`src/rtl/pulse_pkg.sv`:
```
// Shared constants and the per-channel occupancy state used by the pulse
// capture buffer and its channel FIFOs.
package pulse_pkg;

    localparam int NUBITS_DEFAULT = 23;
    localparam int NCH_DEFAULT    = 2;
    localparam int CH_TRUTH       = 0;
    localparam int CH_READOUT     = 1;

    typedef enum logic {
        CH_EMPTY    = 1'b0,
        CH_NONEMPTY = 1'b1
    } chan_state_t;

endpackage

```
`src/rtl/pulse_capture_fifo.sv`:
```
// Single-channel show-ahead FIFO: the head word sits in a register, so dout
// is valid whenever the FIFO is non-empty and a pop exposes the next entry.
module pulse_capture_fifo
    import pulse_pkg::*;
#(
    parameter  int NUBITS = NUBITS_DEFAULT,
    parameter  int DEPTH  = 16,
    localparam int AW     = $clog2(DEPTH),
    localparam int LW     = $clog2(DEPTH + 1)
) (
    input  logic              clk,
    input  logic              rst,
    input  logic              clr,
    input  logic              wr,
    input  logic [NUBITS-1:0] din,
    input  logic              rd,
    output logic [NUBITS-1:0] dout,
    output logic              empty,
    output logic              full,
    output logic [LW-1:0]     level
);

    logic [NUBITS-1:0] mem [DEPTH];

    logic [AW-1:0]     wr_ptr_reg;
    logic [AW-1:0]     rd_ptr_reg;
    logic [AW-1:0]     rd_ptr_next;
    logic [LW-1:0]     level_reg;
    logic [LW-1:0]     level_next;
    logic [NUBITS-1:0] dout_reg;
    logic [NUBITS-1:0] dout_next;
    chan_state_t       state;
    logic              rd_ok;
    logic              wr_ok;

    assign state       = (level_reg == '0) ? CH_EMPTY : CH_NONEMPTY;
    assign full        = (level_reg == LW'(DEPTH));
    assign rd_ok       = rd && (state == CH_NONEMPTY);
    // A pop frees the slot being written, so a full FIFO still accepts.
    assign wr_ok       = wr && (!full || rd_ok);
    assign rd_ptr_next = rd_ptr_reg + AW'(1);
    assign level_next  = level_reg + LW'(wr_ok) - LW'(rd_ok);

    always_comb begin
        dout_next = dout_reg;
        if (state == CH_EMPTY) begin
            if (wr_ok) begin
                dout_next = din;
            end
        end else if (rd_ok) begin
            // With one entry left the new head can only be this cycle's write.
            if (level_reg == LW'(1)) begin
                if (wr_ok) begin
                    dout_next = din;
                end
            end else begin
                dout_next = mem[rd_ptr_next];
            end
        end
    end

    always_ff @(posedge clk) begin
        if (wr_ok && !rst && !clr) begin
            mem[wr_ptr_reg] <= din;
        end
    end

    always_ff @(posedge clk) begin
        if (rst || clr) begin
            wr_ptr_reg <= '0;
            rd_ptr_reg <= '0;
            level_reg  <= '0;
            dout_reg   <= '0;
        end else begin
            if (wr_ok) begin
                wr_ptr_reg <= wr_ptr_reg + AW'(1);
            end
            if (rd_ok) begin
                rd_ptr_reg <= rd_ptr_next;
            end
            level_reg <= level_next;
            dout_reg  <= dout_next;
        end
    end

    assign dout  = dout_reg;
    assign empty = (state == CH_EMPTY);
    assign level = level_reg;

endmodule

```
`src/rtl/pulse_capture.sv`:
```
// Capture buffer for tagged pulse-simulator samples: one FIFO per channel,
// complete tuples presented with a valid/read handshake and sticky overflow.
module pulse_capture
    import pulse_pkg::*;
#(
    parameter  int NUBITS = NUBITS_DEFAULT,
    parameter  int NCH    = NCH_DEFAULT,
    parameter  int DEPTH  = 16,
    localparam int LW     = $clog2(DEPTH + 1)
) (
    input  logic                     clk,
    input  logic                     rst,
    input  logic                     clr,
    input  logic [NCH-1:0]           in_en,
    input  logic signed [NUBITS-1:0] in_data,
    input  logic                     rd,
    output logic                     out_valid,
    output logic [NCH*NUBITS-1:0]    out_data,
    output logic [LW-1:0]            count,
    output logic [NCH-1:0]           ovf
);

    logic [NCH-1:0] empty;
    logic [NCH-1:0] full;
    logic [LW-1:0]  level [NCH];
    logic [LW-1:0]  count_min;
    logic [NCH-1:0] ovf_reg;
    logic           pop;

    assign out_valid = ~|empty;
    assign pop       = rd && out_valid;

    generate
        for (genvar gi = 0; gi < NCH; gi++) begin : g_chan
            pulse_capture_fifo #(
                .NUBITS(NUBITS),
                .DEPTH (DEPTH)
            ) u_fifo (
                .clk  (clk),
                .rst  (rst),
                .clr  (clr),
                .wr   (in_en[gi]),
                .din  (in_data),
                .rd   (pop),
                .dout (out_data[gi*NUBITS +: NUBITS]),
                .empty(empty[gi]),
                .full (full[gi]),
                .level(level[gi])
            );
        end
    endgenerate

    always_comb begin
        count_min = level[0];
        for (int k = 1; k < NCH; k++) begin
            if (level[k] < count_min) begin
                count_min = level[k];
            end
        end
    end

    assign count = count_min;

    // A write into a full channel is lost only when no tuple pop frees a slot.
    always_ff @(posedge clk) begin
        if (rst || clr) begin
            ovf_reg <= '0;
        end else begin
            ovf_reg <= ovf_reg | (in_en & full & {NCH{~pop}});
        end
    end

    assign ovf = ovf_reg;

endmodule
```
`config.mk`:
```
export PLATFORM = sky130hd
export DESIGN_NAME = pulse_capture
export DESIGN_NICKNAME = d
export VERILOG_FILES = /design/src/rtl/pulse_pkg.sv /design/src/rtl/pulse_capture_fifo.sv /design/src/rtl/pulse_capture.sv
export SDC_FILE = /design/constraint.sdc
export NUM_CORES = 1
export LEC_CHECK = 0
export ABC_CLOCK_PERIOD_IN_PS = 4400
export CAP_MARGIN = 20
export CORE_UTILIZATION = 56
export DETAILED_ROUTE_END_ITERATION = 10
export PLACE_DENSITY = 0.76
export SYNTH_ARGS = -nofsm -noshare
export SYNTH_HDL_FRONTEND = slang
export SYNTH_HIERARCHICAL = 1
export SYNTH_SLANG_ARGS = --single-unit
```
`constraint.sdc`:
```
create_clock -name clk -period 4.4 [get_ports clk]
set_input_delay 1.32 -clock clk [delete_from_list [all_inputs] [get_ports clk]]
set_output_delay 1.32 -clock clk [all_outputs]
set_load 0.01 [all_outputs]
```
**After elaboration in Yosys (flattened, before gate mapping)**

Memories as Yosys holds them, arrays and structs flattened.
Cells that the tools add are included.

- $add $sub $neg: 8
- Multipliers: 0
- Div/mod/pow operators: 0
- Magnitude comparators: 1
- Eq/ne operators: 4
- Shifts and indexed selects: 0
- Multiplexer cells: 15
- Bitwise operators: 4
- Reduce and logical (&&, ||, !) cells: 22

Operators with widths:

| cell | count |
|---|---|
| 23-bit 2-to-1 mux | 8 |
| 4-bit by 1-bit adder with 4-bit output (second input constant) | 4 |
| 5-bit by 1-bit adder with 5-bit output | 2 |
| 5-bit by 1-bit == test with 1-bit output (second input constant) | 2 |
| 5-bit == test (second input constant) | 2 |
| 5-bit logical NOT | 2 |
| 5-bit by 1-bit subtractor with 5-bit output | 2 |
| 1-bit logical AND | 9 |
| 1-bit 2-to-1 mux | 6 |
| 1-bit logical NOT | 5 |
| 5-bit less-than comparator | 1 |
| 5-bit 2-to-1 mux | 1 |
| 2-bit AND | 2 |
| 2-bit nonzero test | 2 |
| 1-bit logical OR | 3 |
| 2-bit OR | 1 |
| 2-bit OR reduction | 1 |
| 1-bit NOT | 1 |

- Register bits after elaboration: 74
- Bits in latches: 0
- Bits in writable memories: 736
- ROM bits: 0
- Bits of input ports: 29
- Output and inout port bits: 54
- Word-level logic and storage cells: 65
- Memories: 2

Memories:

| memory | words | bits a word | read ports | clocked after Yosys merged registers in | wr ports | RTL line | source |
|---|---|---|---|---|---|---|---|
| g_chan[0].u_fifo.mem | 16 | 23 | 1 | 0 | 1 | pulse_capture_fifo.sv:23 | `logic [NUBITS-1:0] mem [DEPTH];` |
| g_chan[1].u_fifo.mem | 16 | 23 | 1 | 0 | 1 | pulse_capture_fifo.sv:23 |  |

**Depth between registers and ports, before layout**

Gate-level depths: netlist (run 1).

- Depth in word-level cells: 11
- Depth in mapped cells: 16
- Mapped depth without buffers: 16

**Cells and area by module**

The synthesis (run 1) kept the hierarchy.

Modules (own cells, without submodules):

| module | times used | cells an instance | area an instance (um2) |
|---|---|---|---|
| pulse_capture_fifo | 2 | 770 | 16165.5 |
| pulse_capture | 1 | 30 | 254.0 |

**Least setup slack after synthesis (run 1)**

Ideal clock, no wire load.

- Path type: input to register
- From: input port rd
- To: memory g_chan[0].u_fifo/mem[0][0] (netlist name) (enable)
- Library setup time: 0.432 ns
- Arrival: 4.182 ns
- Required time: 3.968 ns
- Setup slack: -0.214 ns
- Stages: 7
- Path through: or3b_2 > inv_1 > inv_1 > a21boi_2 > and2_1 > nand2_1 > nor3_1

- Word-level cells in the longest chain between the ends: 8

Ends and longest elaborated chain:

| item | RTL line | source |
|---|---|---|
| start, declared | pulse_capture.sv:16 | `input logic rd,` |
| 1-bit logical AND | pulse_capture.sv:31 | `assign pop = rd && out_valid;` |
| named net pop | pulse_capture.sv:28 | `logic pop;` |
| 1-bit logical AND | pulse_capture_fifo.sv:38 | `assign rd_ok = rd && (state == CH_NONEMPTY);` |
| 1-bit logical OR | pulse_capture_fifo.sv:40 | `assign wr_ok = wr && (!full \|\| rd_ok);` |
| 1-bit logical AND | pulse_capture_fifo.sv:40 |  |
| 1-bit logical AND (2 in series) | pulse_capture_fifo.sv:63 | `if (wr_ok && !rst && !clr) begin` |
| 1-bit 2-to-1 mux | pulse_capture_fifo.sv:63 |  |
| 1-bit 2-to-1 mux (not written as such) | pulse_capture_fifo.sv:64 | `mem[wr_ptr_reg] <= din;` |
| end, declared | pulse_capture_fifo.sv:23 |  |

The timed path passes the listed nets, and every way through them passes these cells.

**Worst setup path in the final report (run 1)**

- From: register g_chan[0].u_fifo.level_reg[4]
- To: output port count[4]

- Word-level cells in the longest chain between the ends: 2

Ends and longest elaborated chain:

| item | RTL line | source |
|---|---|---|
| start, declared | pulse_capture_fifo.sv:28 | `logic [LW-1:0] level_reg;` |
| start signal, assigned | pulse_capture_fifo.sv:81 | `level_reg <= level_next;` |
| 5-bit less-than comparator | pulse_capture.sv:56 | `if (level[k] < count_min) begin` |
| 5-bit 2-to-1 mux * | pulse_capture.sv:56 |  |
| end, declared | pulse_capture.sv:19 | `output logic [LW-1:0] count,` |

Every way passes the cells marked *; elsewhere a longest branch is shown, timed or not.

==> results.py, run 1 <==
metrics = {
    "floorplan": {
        "core-area_sq_um": 57600,
        "die_x_um": 243,
        "die_area_sq_um": 59200,
        "row_count": 88,
        "io_pins": 83,
        "initial_utilization": 0.566,
        "die_h_um": 243,
    },
    "timing": {
        "drv_slew": 0,
        "worstMarginPinSlew_ns": 0.990,
        "min_period_ns": 4.17,
        "setup_slack_ns": 0.231,
        "fmax_ghz": 0.240,
        "final_hold_viol_count": 0,
        "setup_tns_ns": 0,
        "finalClockSkew_ns": 0.0254,
        "setup_viol": 0,
        "rsz0062_at_grt": "no",
        "fin_crit_sh": 0.948,
        "max_slew_margin": 0.340,
    },
    "clock_tree": {
        "htreeDepth": 3,
        "clock-root-buffer": "clkbuf_16",
        "insertion_delay_ns": 0.63,
        "cts.sink_count": 810,
        "path_clk_slew_ns": 0.06,
        "numCtsBuffers": 78,
        "cts_hold_buf": 0,
        "cts_setup_buffers": 0,
        "ctsResizeCount": 0,
        "cts_buffer_depth": 3,
        "cts_tree": "done",
    },
    "job": {
        "maxCapViolations": 0,
    },
    "logic_synthesis": {
        "synthTopCellsByArea": "edfxtp_1, mux4_2, mux4_1",
        "synth_common_cells": "edfxtp_1, mux4_2, mux2i_1",
        "seq_area_frac_synth": 0.724,
        "yosys.area.top_type": "edfxtp_1",
        "postSynthCellCount": 1570,
        "synth_enable_flop_cells": 736,
        "synth.distinct_cells": 44,
        "synth_top_area_share": 0.678,
        "synth_nets": 1625,
        "synth_ff_type": "edfxtp_1",
        "syn_area_sq_um": 32600,
        "yosysMostFrequentCell": "edfxtp_1",
        "synth-async-reset-ratio": 0,
        "yosysWarnings": 6,
        "synth_seq_cells": 810,
        "syn_avg_cell_area_sq_um": 20.8,
    },
    "worst_setup_path": {
        "r2r_cells": 15,
        "rr_endpoint": "g_chan[1].u_fifo/level[4]",
        "reg2reg_setup_slack_ns": 0.88,
        "start_kind": "flop",
        "crit_path_end_kind": "output port",
        "cp_data_required_time_ns": 3.08,
        "crit_path_max_fanout": 6,
        "reg2reg_from": "g_chan[1].u_fifo/level[2]",
        "critPathKind": "reg -> out",
        "worstPathArrival_ns": 2.85,
    },
    "grt": {
        "grt_overflow_total": 0,
        "grt_start_max_net_pins": 93,
        "grt_pass1_vias": 16900,
        "antenna_found_initial": 3,
        "track_usage": 0.260,
        "grt_pass1_wl_um": 111000,
    },
    "final_layout": {
        "utilization": 0.647,
        "nets": 1807,
        "nFillCells": 3723,
        "largest_register_ffs": 736,
        "areaGrowthSynthToFinish_pct": 14.3,
        "final_design_area_no_fill_sq_um": 37300,
        "num_antenna_cells": 0,
        "drive_above_1_share": 0.279,
    },
    "placed_design": {
        "place_ws_ns": 0.212,
        "place_area_sq_um": 34700,
        "dp_hpwl_um": 44700,
        "numPortBuffers": 82,
        "place.gp.congestion": 0.817,
    },
    "drt": {
        "ant_nets": 0,
        "vias_per_cell": 6.34,
        "dr.pass1.iters": 5,
        "vias": 16400,
        "avgRoutedWirePerCell_um": 29.1,
        "remaining_drc_errors": 0,
        "drt_wl_total_um": 75100,
        "dr.first_iter.drc_count": 1750,
    },
    "power": {
        "power_w": 0.0158,
        "vdd_drop_max_v": 0.000363,
        "power_density_nw_per_um2": 425,
        "p_leak_nw": 11.6,
    },
    "outcome": {
        "outcome": "finished clean",
    },
    "hold_path": {
        "whs_endpoint": "ovf[0]",
        "hp-class": "reg -> reg",
        "holdCritStartpoint": "ovf[0]",
        "min_path_cells": 2,
    },
}
==> worst max path at each step <==
stage	start	end	slack [ns]	cells past startpoint
after floorplan	rd	g_chan[0].u_fifo/mem[12][0]	0.40	7
after detailed placement	rd	g_chan[1].u_fifo/level[4]	0.21	12
final	g_chan[0].u_fifo/level[4]	count[4]	0.23	6
after global routing	g_chan[0].u_fifo/level[4]	count[3]	0.08	6
after global placement	rd	g_chan[1].u_fifo/level[4]	0.24	12
after CTS	g_chan[0].u_fifo/level[4]	count[4]	0.17	6
==> layout make-up <==
class,count,area [sq um],area share
Inverter,19,71.3,0.00191
Clock inverter,43,424,0.0114
Clock buffer,100,2160,0.0580
Tap cell,765,957,0.0257
Timing Repair Buffer,184,1620,0.0435
Sequential cell,810,23600,0.633
Multi-Input combinational cell,659,8430,0.226
==> per-layer routing <==
metal / track usage / share of wire
met5: 0 / 0
met4: 0.106 / 0.039
met3: 0.0493 / 0.073
met2: 0.437 / 0.51
met1: 0.334 / 0.38
==> power by group <==
group	leakage (nW)	internal, W	total, W	switching, W
clock network	1.28	0.00395	0.00673	0.00279
registers	7.23	0.00844	0.00850	0.0000550
logic	3.11	0.000204	0.000615	0.000411
total	11.6	0.0126	0.0158	0.00326
==> cell families (layout without fill, tap and decap cells) <==
kind of cell / after synthesis / count (layout) / share of synthesized area
buf+inv: 101 / 346 / 0.0249
flops: 810 / 810 / 0.724
mux: 328 / 328 / 0.180
xor+xnor: 20 / 20 / 0.00538
simple gates: 117 / 117 / 0.0174
compound gates: 168 / 168 / 0.0379
fa+ha+maj: 26 / 26 / 0.0104
==> worst max-delay path, cell delays in order (launching register included) <==
cell	delay, ns
dfxtp_1	0.49
inv_1	0.09
ha_1	0.32
nand4_1	0.15
o221ai_2	0.30
mux2_2	0.39
clkdlybuf4s50_1	0.49
==> cells in the final DEF, fill, tap and decap left out, types with 3 or more instances in the layout <==
master / synthesis / routed
clkinv_2: 0 / 16
a21oi_1: 58 / 58
nand2_1: 19 / 19
nor2_2: 2 / 29
xor2_1: 10 / 8
buf_12: 14 / 7
or2_2: 4 / 4
ha_1: 24 / 22
inv_1: 19 / 19
clkbuf_8: 0 / 4
nand4_1: 3 / 3
dfxtp_1: 74 / 72
clkdlybuf4s50_1: 0 / 71
nor3_4: 0 / 8
bufinv_16: 0 / 8
clkinv_1: 0 / 14
nor2_1: 53 / 26
xnor2_1: 10 / 8
clkbuf_16: 0 / 82
mux4_1: 60 / 60
clkbuf_1: 28 / 14
o21ai_0: 5 / 5
inv_6: 0 / 3
edfxtp_1: 736 / 736
buf_4: 10 / 95
nand2b_1: 4 / 4
or3_1: 4 / 4
mux4_2: 124 / 124
mux2_2: 50 / 50
o221ai_1: 46 / 46
mux2i_1: 94 / 94
and2_1: 6 / 6
a21oi_2: 46 / 46
buf_2: 14 / 11
nand3_1: 4 / 4
==> metrics by stage <==
step	cells	hold WS, ns
after floorplan	1570	0.470
after global placement	2437	0.498
after detailed placement	2437	0.513
after CTS	2580	0.536
after global routing	2580	0.554
final	2580	0.537
Power figures use the tool's default switching activity.
==> run 2, diff against run 1 <==
--- a/config.mk
+++ b/config.mk
@@ -7,9 +7,10 @@
 export LEC_CHECK = 0
 export ABC_CLOCK_PERIOD_IN_PS = 4400
 export CAP_MARGIN = 20
+export CORE_MARGIN = 2
 export CORE_UTILIZATION = 56
 export DETAILED_ROUTE_END_ITERATION = 10
-export PLACE_DENSITY = 0.76
+export PLACE_DENSITY = 0.83
 export SYNTH_ARGS = -nofsm -noshare
 export SYNTH_HDL_FRONTEND = slang
 export SYNTH_HIERARCHICAL = 1
==> results.py, run 2 (synthesis gave the netlist of run 1 again) <==
metrics = {
    "power": {
        "power_density_nw_per_um2": 434,
        "power_w": 0.0162,
        "pwr-share-clk": 0.437,
        "swShare": 0.206,
        "p_seq_frac": 0.524,
        "pwr-share-comb": 0.039,
        "p_leak_nw": 11.6,
        "vdd_drop_max_v": 0.000463,
        "internal_power_w": 0.0129,
        "switchingPower_w": 0.00334,
    },
    "clock_tree": {
        "path_clk_slew_ns": 0.06,
        "cts_buffer_depth": 3,
        "clock-root-buffer": "clkbuf_16",
        "insertion_delay_ns": 0.63,
        "cts_tree": "done",
        "cts.sink_count": 810,
        "ctsResizeCount": 0,
        "cts_setup_buffers": 0,
        "htreeDepth": 3,
        "numCtsBuffers": 79,
        "cts_hold_buf": 0,
    },
    "final_layout": {
        "nFillCells": 3532,
        "final_cells": 2559,
        "nets": 1782,
        "drive_above_1_share": 0.275,
        "final_design_area_no_fill_sq_um": 37400,
        "largest_register_ffs": 736,
        "final_common_cell": "edfxtp_1",
        "layout_common_cells": "edfxtp_1, mux4_2, mux2i_1, clkbuf_16, dfxtp_1",
        "areaGrowthSynthToFinish_pct": 14.7,
    },
    "timing": {
        "whs_ns": 0.526,
        "finalClockSkew_ns": 0.0240,
        "max_slew_margin": 0.272,
        "fin_crit_sh": 0.934,
        "setup_tns_ns": 0,
        "rsz0062_at_grt": "no",
        "final_hold_viol_count": 0,
        "drv_slew": 0,
        "worstMarginPinSlew_ns": 1.09,
        "min_period_ns": 4.11,
        "fmax_ghz": 0.243,
        "setup_viol": 0,
    },
    "floorplan": {
        "row_count": 88,
        "die_area_sq_um": 60100,
        "die_x_um": 245,
        "core-area_sq_um": 57600,
        "die_h_um": 245,
        "io_pins": 83,
        "initial_utilization": 0.566,
    },
    "grt": {
        "grt_pass1_wl_um": 116000,
        "track_usage": 0.269,
        "grt_pass1_vias": 17300,
        "grt_start_max_net_pins": 93,
        "antenna_found_initial": 1,
        "grt_overflow_total": 0,
    },
    "hold_path": {
        "hp-class": "reg -> reg",
        "holdCritStartpoint": "g_chan[1].u_fifo/rd_ptr_reg[3]",
        "whs_endpoint": "g_chan[1].u_fifo/rd_ptr_reg[3]",
        "min_path_cells": 2,
    },
    "drt": {
        "ant_nets": 0,
        "remaining_drc_errors": 0,
        "drt_wl_total_um": 79600,
        "dr.pass1.iters": 6,
        "vias": 16800,
        "avgRoutedWirePerCell_um": 31.1,
        "vias_per_cell": 6.56,
        "dr.first_iter.drc_count": 1940,
    },
    "worst_setup_path": {
        "r2r_cells": 15,
        "reg2reg_setup_slack_ns": 0.87,
        "crit_path_max_fanout": 7,
        "worstPathArrival_ns": 2.79,
        "rr_endpoint": "g_chan[1].u_fifo/level[4]",
        "cp_slowest_stage_delay_ns": 0.50,
        "critPathSlowestCell": "dfxtp_1",
        "critPathKind": "reg -> out",
        "crit_path_end_kind": "output port",
        "start_kind": "flop",
        "cp_data_required_time_ns": 3.08,
        "reg2reg_from": "g_chan[1].u_fifo/level[2]",
        "cp_cell_sequence": "inv_1 > ha_1 > nand4_1 > o221ai_2 > mux2_2 > clkdlybuf4s50_1",
    },
    "placed_design": {
        "place.gp.congestion": 0.854,
        "placedCellCount": 2411,
        "dp_hpwl_um": 46200,
        "place_area_sq_um": 34600,
        "numPortBuffers": 82,
    },
    "job": {
        "maxCapViolations": 0,
    },
    "outcome": {
        "outcome": "finished clean",
    },
}
==> run 2: changes by cell type in the layout (fill, tap and decap cells not counted), sizes merged <==
cell           before  now
buf               113   90
diode               0    2
bufinv              8   12
clkinvlp            0    5
inv                22   25
clkdlybuf4s50      71   68
clkbuf            100  103
clkinv             32   20
==> run 2: worst max-delay path, delay by kind of cell, from the launching register on <==
kind	cells	cell delay, ns
flip-flops	1	0.50
AO/OA/AOI/OAI	1	0.29
buffers and inverters	2	0.57
multiplexers	1	0.38
AND/OR/NAND/NOR	1	0.14
adder cells (fa/ha/maj)	1	0.30
==> run 2: routing by layer <==
metal  routed length [um]  vias to the layer above  global-route usage
met1                27700                     8700               0.333
li1                     -                     6866                   -
met5                    0                        -                   0
met4                 3700                        0               0.119
met3                 6780                      188              0.0480
met2                41400                     1038               0.467
==> run 2: power groups by stage <==
stage                     sequential, W  combinational (W)  clock [W]
after floorplan                 0.00865           0.000242          0
after global placement          0.00865           0.000591          0
after detailed placement        0.00865           0.000619          0
after CTS                       0.00849           0.000628    0.00715
after global routing            0.00849           0.000660    0.00745
final                           0.00849           0.000632    0.00708
==> run 2: metrics by stage <==
step / util / setup slack (ns)
6_report: 0.649 / 0.291
2_1_floorplan: - / 0.401
3_3_place_gp: 0.602 / 0.244
3_5_place_dp: 0.602 / 0.194
5_1_grt: 0.649 / 0.180
4_1_cts: 0.649 / 0.240
==> run 2: worst max path at each step <==
| stage | slack [ns] | end | startpoint |
|---|---|---|---|
| 2_1_floorplan | 0.40 | g_chan[0].u_fifo/mem[12][0] | rd |
| 3_3_place_gp | 0.24 | g_chan[0].u_fifo/level[4] | rd |
| 3_5_place_dp | 0.19 | g_chan[0].u_fifo/level[4] | rd |
| 4_1_cts | 0.24 | count[3] | g_chan[0].u_fifo/level[1] |
| 5_1_grt | 0.18 | count[4] | g_chan[0].u_fifo/level[1] |
| 6_report | 0.29 | count[2] | g_chan[0].u_fifo/level[1] |
==> run 2: layout make-up <==
| type | count | area, sq um | area share |
|---|---|---|---|
| clock buffers | 103 | 2180 | 0.0583 |
| inverters | 19 | 71.3 | 0.00191 |
| repair buffers | 158 | 1600 | 0.0427 |
| clock inverters | 43 | 546 | 0.0146 |
| well taps | 765 | 957 | 0.0256 |
| multi-input cells | 659 | 8430 | 0.226 |
| diodes | 2 | 5.00 | 0.000134 |
| flip-flops and latches | 810 | 23600 | 0.631 |
